<file path="src/rtl/burst_writer_pkg.sv">
// Shared types and defaults for the burst_writer FIFO write-side burst source.
package burst_writer_pkg;

    localparam int unsigned DATA_W_DEF = 16;
    localparam int unsigned LEN_W_DEF  = 4;

    localparam logic [DATA_W_DEF-1:0] DATA_1_RST = '0;

    typedef enum logic [1:0] {
        ST_IDLE = 2'd0,
        ST_RUN  = 2'd1,
        ST_CSUM = 2'd2,
        ST_DONE = 2'd3
    } state_e;

endpackage

</file>
<file path="src/rtl/burst_writer.sv">
// Burst source for the FIFO write port: seed, seed+step, ... under buffer_full backpressure.
// Define BURST_WRITER_CHECKSUM_EN to append a trailing XOR checksum word to every burst.
module burst_writer
    import burst_writer_pkg::*;
#(
    parameter int unsigned DATA_W = DATA_W_DEF,
    parameter int unsigned LEN_W  = LEN_W_DEF
) (
    input  logic                clk,
    input  logic                rst_n,
    input  logic                start,
    input  logic [LEN_W-1:0]    burst_len,
    input  logic [DATA_W-1:0]   seed,
    input  logic [DATA_W-1:0]   step,
    input  logic                buffer_full,
    output logic [DATA_W-1:0]   data_1,
    output logic                data_1_en,
    output logic                busy,
    output logic                done,
    output logic [LEN_W:0]      words_sent
);

    localparam int unsigned WS_W = LEN_W + 1;

    state_e              state_q, state_d;
    logic [DATA_W-1:0]   data_1_q, data_1_d;
    logic                data_1_en_q, data_1_en_d;
    logic                busy_q, busy_d;
    logic                done_q, done_d;
    logic [WS_W-1:0]     words_sent_q, words_sent_d;
    logic [LEN_W-1:0]    remaining_q, remaining_d;
    logic [DATA_W-1:0]   step_q, step_d;
`ifdef BURST_WRITER_CHECKSUM_EN
    logic [DATA_W-1:0]   checksum_q, checksum_d;
`endif
    logic                accept_c;

    // State and datapath registers
    always_ff @(posedge clk or negedge rst_n) begin
        if (!rst_n) begin
            state_q      <= ST_IDLE;
            data_1_q     <= DATA_W'(DATA_1_RST);
            data_1_en_q  <= 1'b0;
            busy_q       <= 1'b0;
            done_q       <= 1'b0;
            words_sent_q <= '0;
            remaining_q  <= '0;
            step_q       <= '0;
`ifdef BURST_WRITER_CHECKSUM_EN
            checksum_q   <= '0;
`endif
        end else begin
            state_q      <= state_d;
            data_1_q     <= data_1_d;
            data_1_en_q  <= data_1_en_d;
            busy_q       <= busy_d;
            done_q       <= done_d;
            words_sent_q <= words_sent_d;
            remaining_q  <= remaining_d;
            step_q       <= step_d;
`ifdef BURST_WRITER_CHECKSUM_EN
            checksum_q   <= checksum_d;
`endif
        end
    end

    // Next-state and datapath; buffer_full only gates acceptance of the offered word
    always_comb begin
        state_d      = state_q;
        data_1_d     = data_1_q;
        data_1_en_d  = data_1_en_q;
        words_sent_d = words_sent_q;
        remaining_d  = remaining_q;
        step_d       = step_q;
`ifdef BURST_WRITER_CHECKSUM_EN
        checksum_d   = checksum_q;
`endif
        accept_c     = data_1_en_q && !buffer_full;

        unique case (state_q)
            ST_IDLE: begin
                if (start) begin
                    data_1_d     = seed;
                    data_1_en_d  = 1'b1;
                    remaining_d  = burst_len;
                    step_d       = step;
                    words_sent_d = '0;
`ifdef BURST_WRITER_CHECKSUM_EN
                    checksum_d   = '0;
`endif
                    state_d      = ST_RUN;
                end
            end
            ST_RUN: begin
                if (accept_c) begin
                    words_sent_d = words_sent_q + WS_W'(1);
`ifdef BURST_WRITER_CHECKSUM_EN
                    checksum_d   = checksum_q ^ data_1_q;
`endif
                    if (remaining_q != '0) begin
                        data_1_d    = data_1_q + step_q;
                        remaining_d = remaining_q - LEN_W'(1);
                    end else begin
`ifdef BURST_WRITER_CHECKSUM_EN
                        // Trailing word folds in the payload word being accepted now
                        data_1_d    = checksum_q ^ data_1_q;
                        state_d     = ST_CSUM;
`else
                        data_1_en_d = 1'b0;
                        state_d     = ST_DONE;
`endif
                    end
                end
            end
`ifdef BURST_WRITER_CHECKSUM_EN
            ST_CSUM: begin
                if (accept_c) begin
                    words_sent_d = words_sent_q + WS_W'(1);
                    data_1_en_d  = 1'b0;
                    state_d      = ST_DONE;
                end
            end
`endif
            ST_DONE: begin
                state_d = ST_IDLE;
            end
            default: begin
                data_1_en_d = 1'b0;
                state_d     = ST_IDLE;
            end
        endcase

        busy_d = (state_d == ST_RUN) || (state_d == ST_CSUM);
        done_d = (state_d == ST_DONE);
    end

    assign data_1     = data_1_q;
    assign data_1_en  = data_1_en_q;
    assign busy       = busy_q;
    assign done       = done_q;
    assign words_sent = words_sent_q;

endmodule

</file>
<file path="config.mk">
export PLATFORM = sky130hd
export DESIGN_NAME = burst_writer
export DESIGN_NICKNAME = d
export VERILOG_FILES = /design/src/rtl/burst_writer_pkg.sv /design/src/rtl/burst_writer.sv
export SDC_FILE = /design/constraint.sdc
export NUM_CORES = 1
export LEC_CHECK = 0
export BUFFER_PORTS_ARGS = -buffer_cell sky130_fd_sc_hd__buf_2
export CAP_MARGIN = 20
export CORE_UTILIZATION = 58
export DETAILED_ROUTE_END_ITERATION = 6
export MAX_ROUTING_LAYER = met4
export PLACE_DENSITY = 0.87
export SETUP_SLACK_MARGIN = 0.15
export SYNTH_ARGS = -nofsm -noshare
export SYNTH_HDL_FRONTEND = slang
export SYNTH_SLANG_ARGS = --single-unit
</file>
<file path="constraint.sdc">
create_clock -name clk -period 3.9 [get_ports clk]
set_clock_uncertainty 0.2 [all_clocks]
set_input_delay 0.78 -clock clk [delete_from_list [all_inputs] [get_ports clk]]
set_output_delay 0.78 -clock clk [all_outputs]
set_load 0.01 [all_outputs]
</file>
# --- After elaboration in Yosys (flattened, before gate mapping) ---
# Index checks and enable logic that the tools add are counted.
word_totals:
  reg_bits: 46
  in_bits: 40
  wordCells: 50
classes:
  add_sub_neg: 3
  eq_ne: 9
  muxes: 19
  bitwise_logic: 1
  reduce_logical: 10
ops:
  columns: ["cell", "n"]
  rows:
  - ["two-way mux 16 bit", 3]
  - ["one-hot mux 16 bit (2 select lines)", 1]
  - ["adder 16 bit", 1]
  - ["two-way mux 4 bit", 3]
  - ["two-way mux 5 bit", 2]
  - ["one-hot mux 5 bit (2 select lines)", 1]
  - ["!= test 2 bit, second input constant", 4]
  - ["one-hot mux 4 bit (2 select lines)", 1]
  - ["AND reduction 4 bit", 2]
  - ["equality test 2 bit, second input constant", 3]
  - ["two-way mux 2 bit", 3]
  - ["adder 5 x 1 -> 5 bit, second input constant", 1]
  - ["equality test 2 x 1 -> 1 bit, second input constant", 2]
  - ["one-hot mux 2 bit (2 select lines)", 1]
  - ["nonzero test 4 bit", 1]
  - ["subtractor 4 x 1 -> 4 bit, second input constant", 1]
  - ["two-way mux 1 bit", 3]
  - ["one-hot mux 1 bit (3 select lines)", 1]
  - ["AND reduction 3 bit", 1]
  - ["zero test 2 bit", 1]
  - ["AND reduction 2 bit", 1]
  - ["nonzero test 2 bit", 1]
  - ["logical AND 1 bit", 1]
  - ["zero test 1 bit", 1]
  - ["2 further kinds", 2]

# --- Depth between registers and ports, before layout ---
depth:
  word_depth: 6
  mapped_depth: 9
  mapped_depth_nobuf: 8

# --- Least setup slack after synthesis ---
# No wires, ideal clock.
synth_path:
  kind: "register to register"
  from: "reg data_1_q[0], in the netlist data_1[0]"
  to: "reg data_1_q[8], in the netlist data_1[8]"
  arrival_time_ns: 2.205
  t_required_ns: 3.567
  path_slack_ns: 1.362
  stages_incl_launch_ff: 9
  path_cell_list: "dfrtp_1 > ha_1 > fa_1 > a21o_1 > a221oi_1 > nor2b_1 > or3_1 > a21oi_1 > a221oi_1"
synth_via:
  elab_chain_len: 4
synth_lines:
  columns: ["element", "line_no", "text"]
  rows:
  - ["start: declaration", "burst_writer.sv:26", "logic [DATA_W-1:0] data_1_q, data_1_d;"]
  - ["start signal: assignment", "burst_writer.sv:42", "data_1_q <= DATA_W'(DATA_1_RST);"]
  - ["start signal: assignment", "burst_writer.sv:54", "data_1_q <= data_1_d;"]
  - ["adder 16 bit", "burst_writer.sv:101", "data_1_d = data_1_q + step_q;"]
  - ["two-way mux 16 bit", "burst_writer.sv:100", "if (remaining_q != '0) begin"]
  - ["two-way mux 16 bit", "burst_writer.sv:95", "if (accept_c) begin"]
  - ["one-hot mux 16 bit (2 select lines)", "burst_writer.sv:80", "unique case (state_q)"]
# Every way passes these cells. The select of a mux whose other input is x is not followed.
# A chain may end at the register's enable or synchronous reset.

# --- Worst setup path after layout ---
# Same ends and word-level chain as after synthesis.

==> qor.tcl <==
set qor(setup_tns_ns) 0
set qor(first_global_vias) 2141
set qor(async_reset_ff_share_pct) 100
set qor(grt_remaining_overflow) 0
set qor(synth_flop_cell) {sky130_fd_sc_hd__dfrtp_1}
set qor(cell_leakage_power_nw) 1.56
set qor(critical_path_peak_fanout) 3
set qor(filler_cell_count) 342
set qor(drt_first_pass_iters) 4
set qor(path_clk_slew_ns) 0.08
set qor(start_util_pct) 60.8
set qor(cts_resized) 0
set qor(die_width_um) 69.8
set qor(global_route_wire_length_before_repair_mm) 9.77
set qor(clock_latency_ns) 0.30
set qor(detail-route-antenna-nets) 0
set qor(place_area_um2) 3000
set qor(synth-seq-cells) 46
set qor(timing_worst_slew_pin_value_ns) 1.09
set qor(drt-wirelength-per-cell_um) 15.5
set qor(power_density_nw_per_um2) 707
set qor(syn2layout_area_growth_pct) 16.8
set qor(tritoncts_buffers) 5
set qor(numClockSinks) 46
set qor(met1Wirelength_mm) 2.67
set qor(drt_iter0_markers) 134
set qor(syn_nets) 319
set qor(r2r_start) {data_1[0]}
set qor(routabilityCongestion) 0.877
set qor(dp_hpwl_mm) 4.24
set qor(cp-end-kind) {register}
set qor(worst_ir_drop_on_vdd_v) 0.000362
set qor(critical_path_data_required_time_ns) 3.84
set qor(run_status) {finished clean}
set qor(std_cell_rows) 24
set qor(finalMaxSlewViolations) 0
set qor(drc_errors_left) 0
set qor(cts_setup_buffers) 0
set qor(synth-edff-count) 0
set qor(antenna_violations_before_repair) 0
set qor(route.met2.wl_mm) 2.82
set qor(power_w) 0.00220
set qor(post_synth_instance_area_um2) 2660
set qor(drv_cap) 0
set qor(post_route_minimum_period_ns) 2.88
set qor(clockRootBuffer) {sky130_fd_sc_hd__clkbuf_8}
set qor(synth_seq_area_share_pct) 43.2
set qor(num_vias) 2216
set qor(postLayoutCellArea_um2) 3110
set qor(syn-instance-count) 260
set qor(hold_path_class) {in2async}
set qor(totalWireLength_mm) 5.82
set qor(crit_arrival_ns) 2.82
set qor(placement.io_buffers) 63
set qor(globalRouteTotalUtil_pct) 26.0
set qor(maximum_number_of_pins_on_one_net_before_global_route_repair) 47
set qor(final_net_count) 381
set qor(cts_tree) {built}
set qor(critical_path_class) {reg2reg}
set qor(share_of_post_route_cells_with_drive_strength_above_1_pct) 28.5
set qor(die_h_um) 69.8
set qor(synth_area_per_cell_um2) 10.2
set qor(relSlewSlack_pct) 27.4
set qor(antenna-diode-count) 0
set qor(drt-vias-per-instance) 5.91
set qor(finalHoldViolCount) 0
set qor(max_freq_ghz) 0.347
set qor(critPathLaunch) {data_1[0]}
set qor(die-area_um2) 4870
set qor(post_cts_hold_buffer_count) 0
set qor(synth_warnings) 0
set qor(core_region_area_um2) 4380
set qor(post-route-period-util_pct) 74.0
set qor(num_io_pins) 64
set qor(timing.final.setup_violations) 0
set qor(crit_path_start_kind) {register}
set qor(unrepaired_setup_endpoints_after_global_routing) {false}
set qor(route.top_layer_used) {met4}
set qor(ctsLongestPathBuffers) 2
set qor(number_of_unique_standard_cell_types_used_by_synthesis) 46
set qor(wl_met3_um) 243
set qor(htree_num_levels) 2
logic make-up (layout without fill, tap and decap cells):
family | after synthesis | after routing | synth area share (%)
simple gates | 67 | 67 | 12.4
mux | 22 | 22 | 9.02
buf+inv | 14 | 77 | 2.87
xor+xnor | 16 | 16 | 5.26
flops | 46 | 46 | 43.2
compound gates | 76 | 76 | 18.0
fa+ha+maj | 19 | 19 | 9.21
worst max-delay path, cell delays in order, from the launching register on:
cell and delay [ns]:
sky130_fd_sc_hd__dfrtp_1 0.40, sky130_fd_sc_hd__ha_1 0.25, sky130_fd_sc_hd__fa_1 0.42, sky130_fd_sc_hd__a21o_1 0.23, sky130_fd_sc_hd__a221oi_1 0.49, sky130_fd_sc_hd__nor2b_1 0.17
sky130_fd_sc_hd__or3_1 0.37, sky130_fd_sc_hd__a21oi_1 0.13, sky130_fd_sc_hd__a221oi_1 0.06
power breakdown:
group          internal [W]  switching [W]
clock              0.000143       0.000157
combinational      0.000521       0.000623
sequential         0.000627       0.000129
total               0.00129       0.000909
sequential cells by signal, summed over array words and instances, names as in the netlist:
signal / count
state_q: 2
remaining_q: 4
step_q: 16
words_sent: 5
data_1: 16
busy: 1
data_1_en: 1
done: 1
per-layer routing:
metal / track usage [%] / vias to the layer above
li1: - / 1070
met3: 5.23 / 9
met2: 40.3 / 71
met5: - / -
met4: 10.4 / 0
met1: 33.7 / 1066
final cells by class:
class,count,area [µm²],area share (%)
Clock buffer,7,86.3,2.77
Tap cell,52,65.1,2.09
Multi-Input combinational cell,200,1440,46.4
Inverter,3,11.3,0.362
Clock inverter,1,5.00,0.161
Sequential cell,46,1150,37.0
Timing Repair Buffer,66,350,11.3
stage by stage:
step,util (%),hold slack (ns),cells,worst slack (ns)
floorplan,-,0.272,260,1.36
global placement,68.4,0.290,366,1.18
detailed placement,68.4,0.299,366,1.07
CTS,70.5,0.321,374,1.06
global route,71.0,0.0879,375,0.811
finish,71.0,0.0981,375,1.02
cells in the final DEF (no fill, tap or decap), types with 2 or more instances in the layout:
master,n
sky130_fd_sc_hd__a221oi_1,2
sky130_fd_sc_hd__nand3_1,4
sky130_fd_sc_hd__buf_4,2
sky130_fd_sc_hd__o21bai_1,2
sky130_fd_sc_hd__nor3_1,4
sky130_fd_sc_hd__a21o_1,6
sky130_fd_sc_hd__mux2_2,16
sky130_fd_sc_hd__and3_1,2
sky130_fd_sc_hd__o22ai_1,2
sky130_fd_sc_hd__nand2_1,22
sky130_fd_sc_hd__a31oi_1,2
sky130_fd_sc_hd__clkbuf_8,6
sky130_fd_sc_hd__xor2_1,10
sky130_fd_sc_hd__mux2i_1,6
sky130_fd_sc_hd__ha_1,18
sky130_fd_sc_hd__inv_1,3
sky130_fd_sc_hd__nor2_1,18
sky130_fd_sc_hd__a22oi_1,7
sky130_fd_sc_hd__nand4_1,5
sky130_fd_sc_hd__nor3b_4,2
sky130_fd_sc_hd__buf_2,63
sky130_fd_sc_hd__o21ai_0,23
sky130_fd_sc_hd__xnor2_1,6
sky130_fd_sc_hd__dfrtp_1,46
sky130_fd_sc_hd__o21a_1,4
sky130_fd_sc_hd__a211oi_1,2
sky130_fd_sc_hd__nor2b_1,4
sky130_fd_sc_hd__a21oi_1,16
final timing paths:
path                                      end  slack [ns]  depth (start not counted)
max in group asynchronous           data_1[3]        2.96                          2
worst min-delay path            words_sent[2]         0.1                          1
worst min register to register     step_q[13]        0.32                          1
min in group clk                   step_q[13]        0.32                          1
worst max register to register      data_1[8]        1.02                          8
worst max-delay path                data_1[8]        1.02                          8
synthesized netlist by cell type (all sizes together) (5+ instances only):
master  number  area share (%)
a21o         6             1.7
nand4        5             1.2
mux2i        6             2.3
nor2        18             2.5
a21oi       16             3.0
o21ai       24             4.7
dfrtp       46              43
xor2        10             3.3
a22oi        7             2.0
nand2       22             3.1
xnor2        6             2.0
clkbuf       7            0.99
ha          18             8.5
mux2        16             6.8
No activity file was read; power rests on OpenSTA's default activity.
